## src/rtl/ahblite_master_arbiter_if.sv

```systemverilog
// ----------------------------------------------------------------------------
// ahblite_master_arbiter_if
// Purpose : One AHB-Lite master-side signal bundle. The arbiter uses one
//           instance per requesting master and one for the shared bus.
// Signals : HADDR/HTRANS/HWRITE/HSIZE/HBURST/HPROT/HMASTLOCK/HWDATA travel
//           from the master towards the slave; HRDATA/HREADY/HRESP travel back.
// Modports: master - drives address/control/write data, receives response
//           slave  - receives address/control/write data, drives response
// ----------------------------------------------------------------------------
interface ahblite_master_arbiter_if;
    logic [31:0] HADDR;
    logic [1:0]  HTRANS;
    logic        HWRITE;
    logic [2:0]  HSIZE;
    logic [2:0]  HBURST;
    logic [3:0]  HPROT;
    logic        HMASTLOCK;
    logic [31:0] HWDATA;
    logic [31:0] HRDATA;
    logic        HREADY;
    logic        HRESP;

    modport master (
        output HADDR, HTRANS, HWRITE, HSIZE, HBURST, HPROT, HMASTLOCK, HWDATA,
        input  HRDATA, HREADY, HRESP
    );

    modport slave (
        input  HADDR, HTRANS, HWRITE, HSIZE, HBURST, HPROT, HMASTLOCK, HWDATA,
        output HRDATA, HREADY, HRESP
    );
endinterface

```

## src/rtl/ahblite_master_arbiter.sv

```systemverilog
// ----------------------------------------------------------------------------
// ahblite_master_arbiter
// Purpose : Two-master AHB-Lite arbiter (M0 = CPU, M1 = camera/DMA) sharing a
//           single AHB-Lite bus. The grant only moves at transfer boundaries
//           (owner IDLE, unlocked, HREADY high), parks back to DEFAULT_MASTER
//           after PARK_CYCLES idle cycles and flags a starving waiting master.
// Ports   : HCLK        bus clock
//           HRESETn     synchronous active-low reset
//           m0, m1      master ports (slave view): requests in, responses out
//           bus         shared bus (master view): muxed requests out,
//                       HREADY/HRESP/HRDATA from the slave mux in
//           HMASTER     current grant holder
//           ARB_STARVE  waiting master has waited >= STARVE_LIMIT cycles
// ----------------------------------------------------------------------------
module ahblite_master_arbiter #(
    parameter int DEFAULT_MASTER = 0,
    parameter int PARK_CYCLES    = 8,
    parameter int STARVE_LIMIT   = 64
) (
    input  logic                            HCLK,
    input  logic                            HRESETn,
    ahblite_master_arbiter_if.slave         m0,
    ahblite_master_arbiter_if.slave         m1,
    ahblite_master_arbiter_if.master        bus,
    output logic                            HMASTER,
    output logic                            ARB_STARVE
);

    localparam logic        DEF_GNT    = 1'(DEFAULT_MASTER);
    localparam logic [7:0]  PARK_MAX   = 8'(PARK_CYCLES - 1);
    localparam logic [15:0] STARVE_LIM = 16'(STARVE_LIMIT);
    localparam logic [1:0]  TRANS_IDLE = 2'b00;

    logic        gnt_q, gnt_d;
    logic [7:0]  park_cnt_q, park_cnt_d;
    logic [15:0] starve_cnt_q, starve_cnt_d;
    logic        arb_starve_q, arb_starve_d;

    logic [1:0]  owner_trans_s;
    logic        owner_lock_s;
    logic        req_other_s;
    logic        both_idle_s;
    logic        switch_pt_s;

    // Owner/waiter view of the two masters and the safe-switch qualifier.
    always_comb begin
        owner_trans_s = TRANS_IDLE;
        owner_lock_s  = 1'b0;
        req_other_s   = 1'b0;
        if (gnt_q == 1'b1) begin
            owner_trans_s = m1.HTRANS;
            owner_lock_s  = m1.HMASTLOCK;
            req_other_s   = m0.HTRANS[1];
        end else begin
            owner_trans_s = m0.HTRANS;
            owner_lock_s  = m0.HMASTLOCK;
            req_other_s   = m1.HTRANS[1];
        end
        both_idle_s = (m0.HTRANS == TRANS_IDLE) && (m1.HTRANS == TRANS_IDLE);
        // A boundary with no outstanding data phase for the owner: the old
        // owner cannot be left with a pending beat once the grant moves.
        switch_pt_s = bus.HREADY && (owner_trans_s == TRANS_IDLE) && !owner_lock_s;
    end

    // Next grant, park counter, starvation counter and starvation flag.
    always_comb begin
        gnt_d        = gnt_q;
        park_cnt_d   = 8'd0;
        starve_cnt_d = 16'd0;

        // A waiting request beats parking, so the idle owner always hands over.
        if (switch_pt_s && req_other_s) begin
            gnt_d = ~gnt_q;
        end else if (switch_pt_s && (park_cnt_q == PARK_MAX) && (gnt_q != DEF_GNT)) begin
            gnt_d = DEF_GNT;
        end else begin
            gnt_d = gnt_q;
        end

        if (gnt_d != gnt_q) begin
            park_cnt_d = 8'd0;
        end else if (bus.HREADY && both_idle_s && !owner_lock_s) begin
            if (park_cnt_q == PARK_MAX) begin
                park_cnt_d = park_cnt_q;
            end else begin
                park_cnt_d = park_cnt_q + 8'd1;
            end
        end else begin
            park_cnt_d = 8'd0;
        end

        if (req_other_s && !switch_pt_s) begin
            if (starve_cnt_q == 16'hFFFF) begin
                starve_cnt_d = starve_cnt_q;
            end else begin
                starve_cnt_d = starve_cnt_q + 16'd1;
            end
        end else begin
            starve_cnt_d = 16'd0;
        end

        // Flag reflects the counter value being loaded, so it rises together with it.
        arb_starve_d = (starve_cnt_d >= STARVE_LIM);
    end

    // Arbiter state registers with synchronous active-low reset.
    always_ff @(posedge HCLK) begin
        if (!HRESETn) begin
            gnt_q        <= DEF_GNT;
            park_cnt_q   <= 8'd0;
            starve_cnt_q <= 16'd0;
            arb_starve_q <= 1'b0;
        end else begin
            gnt_q        <= gnt_d;
            park_cnt_q   <= park_cnt_d;
            starve_cnt_q <= starve_cnt_d;
            arb_starve_q <= arb_starve_d;
        end
    end

    // Zero-latency bus and response muxing on the registered grant; the
    // non-owner is stalled with HREADY low so it keeps its request stable.
    always_comb begin
        bus.HADDR     = m0.HADDR;
        bus.HTRANS    = m0.HTRANS;
        bus.HWRITE    = m0.HWRITE;
        bus.HSIZE     = m0.HSIZE;
        bus.HBURST    = m0.HBURST;
        bus.HPROT     = m0.HPROT;
        bus.HMASTLOCK = m0.HMASTLOCK;
        bus.HWDATA    = m0.HWDATA;
        m0.HREADY     = 1'b0;
        m0.HRESP      = 1'b0;
        m1.HREADY     = 1'b0;
        m1.HRESP      = 1'b0;
        if (gnt_q == 1'b1) begin
            bus.HADDR     = m1.HADDR;
            bus.HTRANS    = m1.HTRANS;
            bus.HWRITE    = m1.HWRITE;
            bus.HSIZE     = m1.HSIZE;
            bus.HBURST    = m1.HBURST;
            bus.HPROT     = m1.HPROT;
            bus.HMASTLOCK = m1.HMASTLOCK;
            bus.HWDATA    = m1.HWDATA;
            m1.HREADY     = bus.HREADY;
            m1.HRESP      = bus.HRESP;
        end else begin
            m0.HREADY     = bus.HREADY;
            m0.HRESP      = bus.HRESP;
        end
        m0.HRDATA = bus.HRDATA;
        m1.HRDATA = bus.HRDATA;
    end

    assign HMASTER    = gnt_q;
    assign ARB_STARVE = arb_starve_q;

endmodule

```

## src/flat_wrapper.sv

```systemverilog
// flat-port wrapper written by rule: the top's interface ports become plain ports
module ahblite_master_arbiter_flat 
#(
    parameter int DEFAULT_MASTER = 0,
    parameter int PARK_CYCLES    = 8,
    parameter int STARVE_LIMIT   = 64
)
  (HCLK, HRESETn, HMASTER, ARB_STARVE, m0_HADDR, m0_HTRANS, m0_HWRITE, m0_HSIZE, m0_HBURST, m0_HPROT, m0_HMASTLOCK, m0_HWDATA, m0_HRDATA, m0_HREADY, m0_HRESP, m1_HADDR, m1_HTRANS, m1_HWRITE, m1_HSIZE, m1_HBURST, m1_HPROT, m1_HMASTLOCK, m1_HWDATA, m1_HRDATA, m1_HREADY, m1_HRESP, bus_HADDR, bus_HTRANS, bus_HWRITE, bus_HSIZE, bus_HBURST, bus_HPROT, bus_HMASTLOCK, bus_HWDATA, bus_HRDATA, bus_HREADY, bus_HRESP);
  ahblite_master_arbiter_if m0_i ();
  ahblite_master_arbiter_if m1_i ();
  ahblite_master_arbiter_if bus_i ();
  input  logic HCLK;
  input  logic HRESETn;
  output logic HMASTER;
  output logic ARB_STARVE;
  input wire logic [$bits(m0_i.HADDR)-1:0] m0_HADDR;
  input wire logic [$bits(m0_i.HTRANS)-1:0] m0_HTRANS;
  input wire logic [$bits(m0_i.HWRITE)-1:0] m0_HWRITE;
  input wire logic [$bits(m0_i.HSIZE)-1:0] m0_HSIZE;
  input wire logic [$bits(m0_i.HBURST)-1:0] m0_HBURST;
  input wire logic [$bits(m0_i.HPROT)-1:0] m0_HPROT;
  input wire logic [$bits(m0_i.HMASTLOCK)-1:0] m0_HMASTLOCK;
  input wire logic [$bits(m0_i.HWDATA)-1:0] m0_HWDATA;
  output wire logic [$bits(m0_i.HRDATA)-1:0] m0_HRDATA;
  output wire logic [$bits(m0_i.HREADY)-1:0] m0_HREADY;
  output wire logic [$bits(m0_i.HRESP)-1:0] m0_HRESP;
  input wire logic [$bits(m1_i.HADDR)-1:0] m1_HADDR;
  input wire logic [$bits(m1_i.HTRANS)-1:0] m1_HTRANS;
  input wire logic [$bits(m1_i.HWRITE)-1:0] m1_HWRITE;
  input wire logic [$bits(m1_i.HSIZE)-1:0] m1_HSIZE;
  input wire logic [$bits(m1_i.HBURST)-1:0] m1_HBURST;
  input wire logic [$bits(m1_i.HPROT)-1:0] m1_HPROT;
  input wire logic [$bits(m1_i.HMASTLOCK)-1:0] m1_HMASTLOCK;
  input wire logic [$bits(m1_i.HWDATA)-1:0] m1_HWDATA;
  output wire logic [$bits(m1_i.HRDATA)-1:0] m1_HRDATA;
  output wire logic [$bits(m1_i.HREADY)-1:0] m1_HREADY;
  output wire logic [$bits(m1_i.HRESP)-1:0] m1_HRESP;
  output wire logic [$bits(bus_i.HADDR)-1:0] bus_HADDR;
  output wire logic [$bits(bus_i.HTRANS)-1:0] bus_HTRANS;
  output wire logic [$bits(bus_i.HWRITE)-1:0] bus_HWRITE;
  output wire logic [$bits(bus_i.HSIZE)-1:0] bus_HSIZE;
  output wire logic [$bits(bus_i.HBURST)-1:0] bus_HBURST;
  output wire logic [$bits(bus_i.HPROT)-1:0] bus_HPROT;
  output wire logic [$bits(bus_i.HMASTLOCK)-1:0] bus_HMASTLOCK;
  output wire logic [$bits(bus_i.HWDATA)-1:0] bus_HWDATA;
  input wire logic [$bits(bus_i.HRDATA)-1:0] bus_HRDATA;
  input wire logic [$bits(bus_i.HREADY)-1:0] bus_HREADY;
  input wire logic [$bits(bus_i.HRESP)-1:0] bus_HRESP;
  assign m0_i.HADDR = m0_HADDR;
  assign m0_i.HTRANS = m0_HTRANS;
  assign m0_i.HWRITE = m0_HWRITE;
  assign m0_i.HSIZE = m0_HSIZE;
  assign m0_i.HBURST = m0_HBURST;
  assign m0_i.HPROT = m0_HPROT;
  assign m0_i.HMASTLOCK = m0_HMASTLOCK;
  assign m0_i.HWDATA = m0_HWDATA;
  assign m0_HRDATA = m0_i.HRDATA;
  assign m0_HREADY = m0_i.HREADY;
  assign m0_HRESP = m0_i.HRESP;
  assign m1_i.HADDR = m1_HADDR;
  assign m1_i.HTRANS = m1_HTRANS;
  assign m1_i.HWRITE = m1_HWRITE;
  assign m1_i.HSIZE = m1_HSIZE;
  assign m1_i.HBURST = m1_HBURST;
  assign m1_i.HPROT = m1_HPROT;
  assign m1_i.HMASTLOCK = m1_HMASTLOCK;
  assign m1_i.HWDATA = m1_HWDATA;
  assign m1_HRDATA = m1_i.HRDATA;
  assign m1_HREADY = m1_i.HREADY;
  assign m1_HRESP = m1_i.HRESP;
  assign bus_HADDR = bus_i.HADDR;
  assign bus_HTRANS = bus_i.HTRANS;
  assign bus_HWRITE = bus_i.HWRITE;
  assign bus_HSIZE = bus_i.HSIZE;
  assign bus_HBURST = bus_i.HBURST;
  assign bus_HPROT = bus_i.HPROT;
  assign bus_HMASTLOCK = bus_i.HMASTLOCK;
  assign bus_HWDATA = bus_i.HWDATA;
  assign bus_i.HRDATA = bus_HRDATA;
  assign bus_i.HREADY = bus_HREADY;
  assign bus_i.HRESP = bus_HRESP;
  ahblite_master_arbiter #(.DEFAULT_MASTER(DEFAULT_MASTER), .PARK_CYCLES(PARK_CYCLES), .STARVE_LIMIT(STARVE_LIMIT)) u_core (.HCLK(HCLK), .HRESETn(HRESETn), .m0(m0_i), .m1(m1_i), .bus(bus_i), .HMASTER(HMASTER), .ARB_STARVE(ARB_STARVE));
endmodule
```

## config.mk

```make
export PLATFORM = sky130hd
export DESIGN_NAME = ahblite_master_arbiter_flat
export DESIGN_NICKNAME = d
export VERILOG_FILES = /design/src/rtl/ahblite_master_arbiter_if.sv /design/src/rtl/ahblite_master_arbiter.sv /design/src/flat_wrapper.sv
export SDC_FILE = /design/constraint.sdc
export NUM_CORES = 1
export LEC_CHECK = 0
export ABC_CLOCK_PERIOD_IN_PS = 5700
export BUFFER_PORTS_ARGS = -buffer_cell sky130_fd_sc_hd__buf_2
export CAP_MARGIN = 20
export CORE_AREA = 3 3 131 133
export CTS_BUF_LIST = sky130_fd_sc_hd__clkbuf_4
export CTS_CLUSTER_SIZE = 30
export DETAILED_ROUTE_END_ITERATION = 16
export DIE_AREA = 0 0 134 136
export PLACE_DENSITY_LB_ADDON = 0.1
export RECOVER_POWER = 100
export SLEW_MARGIN = 20
export SYNTH_ARGS = -nofsm -noshare
export SYNTH_HDL_FRONTEND = slang
export SYNTH_SLANG_ARGS = --single-unit
```

## constraint.sdc

```tcl
create_clock -name HCLK -period 5.7 [get_ports HCLK]
set_input_delay 1.14 -clock HCLK [delete_from_list [all_inputs] [get_ports HCLK]]
set_output_delay 1.14 -clock HCLK [all_outputs]
set_load 0.01 [all_outputs]
```

==> results.cfg, run 1 <==
[pwr]
clkPwrFrac_pct = 20.0
seq_power_share_pct = 39.5
finalPower_w = 0.000472
ir_worst_vdd_uv = 48.2
power_density_nw_per_um2 = 128
p_switching_w = 0.000162
internal-power_w = 0.000310
pwr-share-comb_pct = 40.5
sw_frac_of_total_pct = 34.3
leakagePower_nw = 1.51

[drt]
totalWireLength_mm = 13.8
drt_pass1_iterations = 4
dr_total_vias = 2911
avgRoutedWirePerCell_um = 19.4
viasPerCell = 4.11
final_antenna_net_count = 0
drc_errors = 0
drt-initial-drc-count = 75

[setup_path]
slowest_stage = dfxtp_1
cp.required_ps = 4560
cp-end-kind = output port
startpoint_type = flip-flop
cp_top_family = buffers and inverters
worstPathCellList = buf_4 -> mux2_1 -> buf_2
cp.arrival_ps = 2720
path_buf_inv = 2
crit_path_max_fanout = 67
slowest_delay_ps = 930
worstSetupPathType = reg2out

[timing]
worst_slew_pin_slew_ps = 894
setup_viol = 0
holdWs_ps = 506
period_needed_ps = 3860
drv_slew = 0
finClkSkew_ps = 2.57
hold_viol_final = 0
clock.fmax_mhz = 259
rsz0062_at_grt = false
finalCritPeriodShare_pct = 67.8
slew_headroom_pct = 40.3
setup_tns_ps = 0

[synthesis]
synthTopCellsByArea = mux2_2 (31%), dfxtp_1 (19%), buf_4 (17%)
syn_nets = 513
synth.avg_cell_area_um2 = 8.78
synth_cell_type_count = 46
async_flop_share_pct = 0
syn_area_um2 = 2800
synth-edff-count = 0
synth_top_area_share_pct = 30.6
synth_cells = 319
yosysTopAreaCell = mux2_2
yosys-top-cells-count = mux2_2 (76), buf_4 (64), dfxtp_1 (26), nor2_1 (21), nand2_1 (12)
seq_area_frac_synth_pct = 18.6
yosys_warnings = 0
synth-seq-cells = 26
yosysMostFrequentCell = mux2_2
ys.flop_type = dfxtp_1

[global_routing]
met2_usage_pct = 22.7
grt_use_met1_pct = 15.6
grt.total_usage_pct = 14.5
grt_pass1_wl_mm = 19.8
grt_max_degree = 68
grt_most_used_layer = met2
met3_usage_pct = 11.8
grt_pass1_vias = 3177
antenna_found_initial = 3
gr-total-overflow = 0

[place]
finalWeightedCongestion = 0.820
dp_hpwl_mm = 12.3
io_buffers = 243
placed_area_um2 = 3750

[die]
dieArea_um2 = 18200
fp.coreArea_um2 = 15900
start_util_pct = 17.6
die_w_um = 134
ios = 340
rows = 46
die-height_um = 136

[layout]
drive_above_1_share_pct = 50.5
design_area_um2 = 3680
finalNetCount = 684
syn_to_final_growth_pct = 31.3

[cts]
clkSinkCount = 26
cts_resized = 0
cts_hold_buf = 0
clk_latency_ps = 340
root_buffer = clkbuf_4
cts_tree = built
cts_buffers = 3
cts.reportedPaths.clkPinSlew_ps = 150
h-tree-depth = 1
clk_path_buf_depth = 2
cts_setup_buffers = 0

[run]
drv_cap = 0

[status]
status = completed

[worst_hold_path]
min_path_type = reg2reg
-- cell usage in the layout, fill, tap and decap left out, drive strengths merged, types with 3 or more instances in the layout --
cell type  Yosys  layout
diode          0       3
and2           4       4
nor3           9       9
a21oi          8       8
o21ai          7       7
xnor2          8       8
xor2           6       6
nor2          22      22
clkbuf        10      78
buf           68     170
and3           4       4
nor3b          3       3
nand2         12      12
or3            4       4
nand3          7       7
nand4          6       6
mux2i          4       4
inv            8       8
dfxtp         26      26
nor2b          3       3
mux2          77      77
-- layout make-up --
class                   count  area, um2
repair buffers            244       1130
multi-input cells         207       1690
fillers                  1875      12300
diodes                      3       7.51
clock buffers               4       30.0
well taps                 216        270
inverters                   8       30.0
flip-flops and latches     26        520
-- per-stage QoR --
| stage | cells | worst slack, ps | utilization, % |
|---|---|---|---|
| finish | 708 | 1840 | 23.1 |
| global route | 707 | 1640 | 23.0 |
| CTS | 705 | 2280 | 23.7 |
| detailed placement | 701 | 2690 | 23.6 |
| global placement | 701 | 2730 | 23.6 |
| floorplan | 319 | 3000 | - |
-- path summary, 6_finish.rpt --
| path | from | to | slack (ps) | cells past startpoint |
|---|---|---|---|---|
| setup reg to reg | u_core.HMASTER$_SDFF_PN0_ | u_core.park_cnt_q[7]$_SDFFE_PP0P_ | 3060 | 6 |
| hold reg to reg | u_core.starve_cnt_q[1]$_SDFF_PN0_ | u_core.starve_cnt_q[1]$_SDFF_PN0_ | 510 | 2 |
| setup / recovery | u_core.HMASTER$_SDFF_PN0_ | bus_HWDATA[15] | 1840 | 3 |
| hold / removal | u_core.starve_cnt_q[1]$_SDFF_PN0_ | u_core.starve_cnt_q[1]$_SDFF_PN0_ | 510 | 2 |
-- state kept, by name (all words and copies together) (netlist names) --
signal and flops:
u_core.ARB_STARVE 1, u_core.HMASTER 1, u_core.park_cnt_q 8, u_core.starve_cnt_q 16
-- cell families after synthesis --
| group | count (synthesis) | share of synthesized area (%) |
|---|---|---|
| buffers and inverters | 86 | 20.5 |
| muxes | 81 | 32.5 |
| and+or+nand+nor | 81 | 16.0 |
| AOI/OAI and AO/OA | 29 | 7.15 |
| DFF | 26 | 18.6 |
| xor gates and xnor gates | 14 | 4.38 |
| adders and majority gates | 2 | 0.894 |
-- tightest hold or removal path: stages (launching register included) --
cell and delay, ps:
dfxtp_1 370, nand2_1 60, a21oi_1 50
-- power groups by stage --
stage,registers [W],logic [W],clock network [W]
final,0.000187,0.000191,0.0000944
after global routing,0.000187,0.000210,0.000109
after CTS,0.000186,0.000206,0.000102
after detailed placement,0.000190,0.000205,0
after global placement,0.000190,0.000206,0
after floorplan,0.000188,0.000134,0
-- routing by layer --
layer  up-vias  wire [um]
li1       1403          -
met1      1342       4930
met2       160       6480
met3         4       2290
met4         2         54
met5         -         13
No activity file was read; power rests on OpenSTA's default activity.
==> run 2: changes to the inputs <==
ABC_CLOCK_PERIOD_IN_PS = 3900   (was 5700)
clock period = 3.9 ns   (was 5.7 ns; I/O delays follow)
==> results.cfg, run 2 (synthesis results as in run 1) <==
[timing]
setup_tns_ps = 0
setup_viol = 0
finalCritPeriodShare_pct = 73.5
finClkSkew_ps = 22.0
hold_viol_final = 0
holdWs_ps = 509
drv_slew = 0
rsz0062_at_grt = false
period_needed_ps = 2870
slew_headroom_pct = 18.2
worst_slew_pin_slew_ps = 1220
clock.fmax_mhz = 349
setup_ws_ps = 1030

[place]
placed_area_um2 = 3750
finalWeightedCongestion = 0.804
dp_hpwl_mm = 12.2
io_buffers = 243
dpl_worst_slack_ps = 1370

[die]
dieArea_um2 = 18200
die_w_um = 134
ios = 340
start_util_pct = 17.6
fp.coreArea_um2 = 15900
rows = 46
die-height_um = 136

[layout]
finalNetCount = 684
layout_common_cells = buf_2 (169), clkbuf_1 (74), mux2_2 (67)
largest_reg_flops = 16
top_regs = u_core.starve_cnt_q x16, u_core.park_cnt_q x8
multiInputGateArea_um2 = 1670
syn_to_final_growth_pct = 32.1
final_common_cell = buf_2
n_fill_cell = 1826
largest-register = u_core.starve_cnt_q
drive_above_1_share_pct = 50.7
seqCellArea_um2 = 524
design_area_um2 = 3700

[pwr]
clkPwrFrac_pct = 26.5
pwr-share-comb_pct = 37.1
seq_power_share_pct = 36.4
power_density_nw_per_um2 = 203
sw_frac_of_total_pct = 31.9
internal-power_w = 0.000512
p_switching_w = 0.000240
leakagePower_nw = 1.50
ir_worst_vdd_uv = 82.7

[cts]
cts_tree = built
clkSinkCount = 26
clk_latency_ps = 360
cts_hold_buf = 0
cts_buffers = 3
cts.reportedPaths.clkPinSlew_ps = 170
root_buffer = clkbuf_4
h-tree-depth = 1
cts_setup_buffers = 0
cts_resized = 0
clk_path_buf_depth = 2

[worst_hold_path]
min_path_type = reg2reg

[run]
drv_cap = 0

[setup_path]
cp.arrival_ps = 3160
cp-end-kind = flip-flop
cp.required_ps = 4190
worstSetupPathType = reg2reg
crit_path_max_fanout = 10
startpoint_type = flip-flop

[drt]
avgRoutedWirePerCell_um = 19.5
totalWireLength_mm = 13.8
viasPerCell = 4.06
dr_total_vias = 2866
drt_pass1_iterations = 4
drt-initial-drc-count = 105
final_antenna_net_count = 0
drc_errors = 0

[global_routing]
grt_pass1_wl_mm = 19.4
antenna_found_initial = 2
gr-total-overflow = 0
grt.total_usage_pct = 14.3
grt_max_degree = 90
grt_pass1_vias = 2987

[status]
status = completed
## run 2: changes by cell type in the layout (fill, tap and decap cells not counted)
| cell | change |
|---|---|
| clkbuf_4 | -1 |
| nor4_4 | -1 |
| buf_16 | +1 |
| mux2_1 | -1 |
| diode_2 | -2 |
| bufinv_16 | +1 |
| mux2_2 | +2 |
| nor4_1 | +1 |
| mux2_4 | -1 |
| dfxtp_1 | -1 |
| dfxtp_4 | +1 |
| buf_4 | -1 |
## run 2: path summary, 6_finish.rpt
check                                         start                                 to  cells past startpoint  slack [ps]
setup / recovery  u_core.starve_cnt_q[1]$_SDFF_PN0_       u_core.ARB_STARVE$_SDFF_PN0_                      6        1030
hold / removal    u_core.starve_cnt_q[1]$_SDFF_PN0_  u_core.starve_cnt_q[1]$_SDFF_PN0_                      2         510
setup reg to reg  u_core.starve_cnt_q[1]$_SDFF_PN0_       u_core.ARB_STARVE$_SDFF_PN0_                      6        1030
hold reg to reg   u_core.starve_cnt_q[1]$_SDFF_PN0_  u_core.starve_cnt_q[1]$_SDFF_PN0_                      2         510
## run 2: area by class of cell
class	count	area share (%)
tap	216	7.30
inverter	8	0.812
antenna	1	0.0676
clock buffer	3	0.609
multi-input combinational	207	45.1
timing repair buffer	244	31.1
sequential	26	14.2
clock inverter	1	0.812
## run 2: stage by stage
stage,utilization (%),instances,total power [W]
floorplan,-,319,0.000471
global placement,23.5,700,0.000579
detailed placement,23.5,700,0.000577
CTS,23.8,704,0.000785
global route,23.2,706,0.000800
finish,23.2,706,0.000752
## run 2: layer usage
metal	GRT usage, %	share of wire [%]	wire [um]	up-vias
li1	-	-	-	1401
met1	17.1	38	5270	1295
met2	21.6	46	6370	166
met3	10.2	15	2060	4
met4	1.66	0.62	86	0
met5	0	0	0	-
## run 2: power by group through the flow
stage | logic [W] | registers, W | clock network, W
after floorplan | 0.000196 | 0.000275 | 0
after global placement | 0.000290 | 0.000289 | 0
after detailed placement | 0.000288 | 0.000289 | 0
after CTS | 0.000290 | 0.000284 | 0.000211
after global routing | 0.000307 | 0.000275 | 0.000218
final | 0.000279 | 0.000274 | 0.000199
## run 2: critical path, cell delays in order, from the launching register on
cell and delay (ps):
dfxtp_1 400, ha_1 230, nand4_1 370, nor4_1 1140, nor2_2 140, mux2_1 380, a41oi_2 140
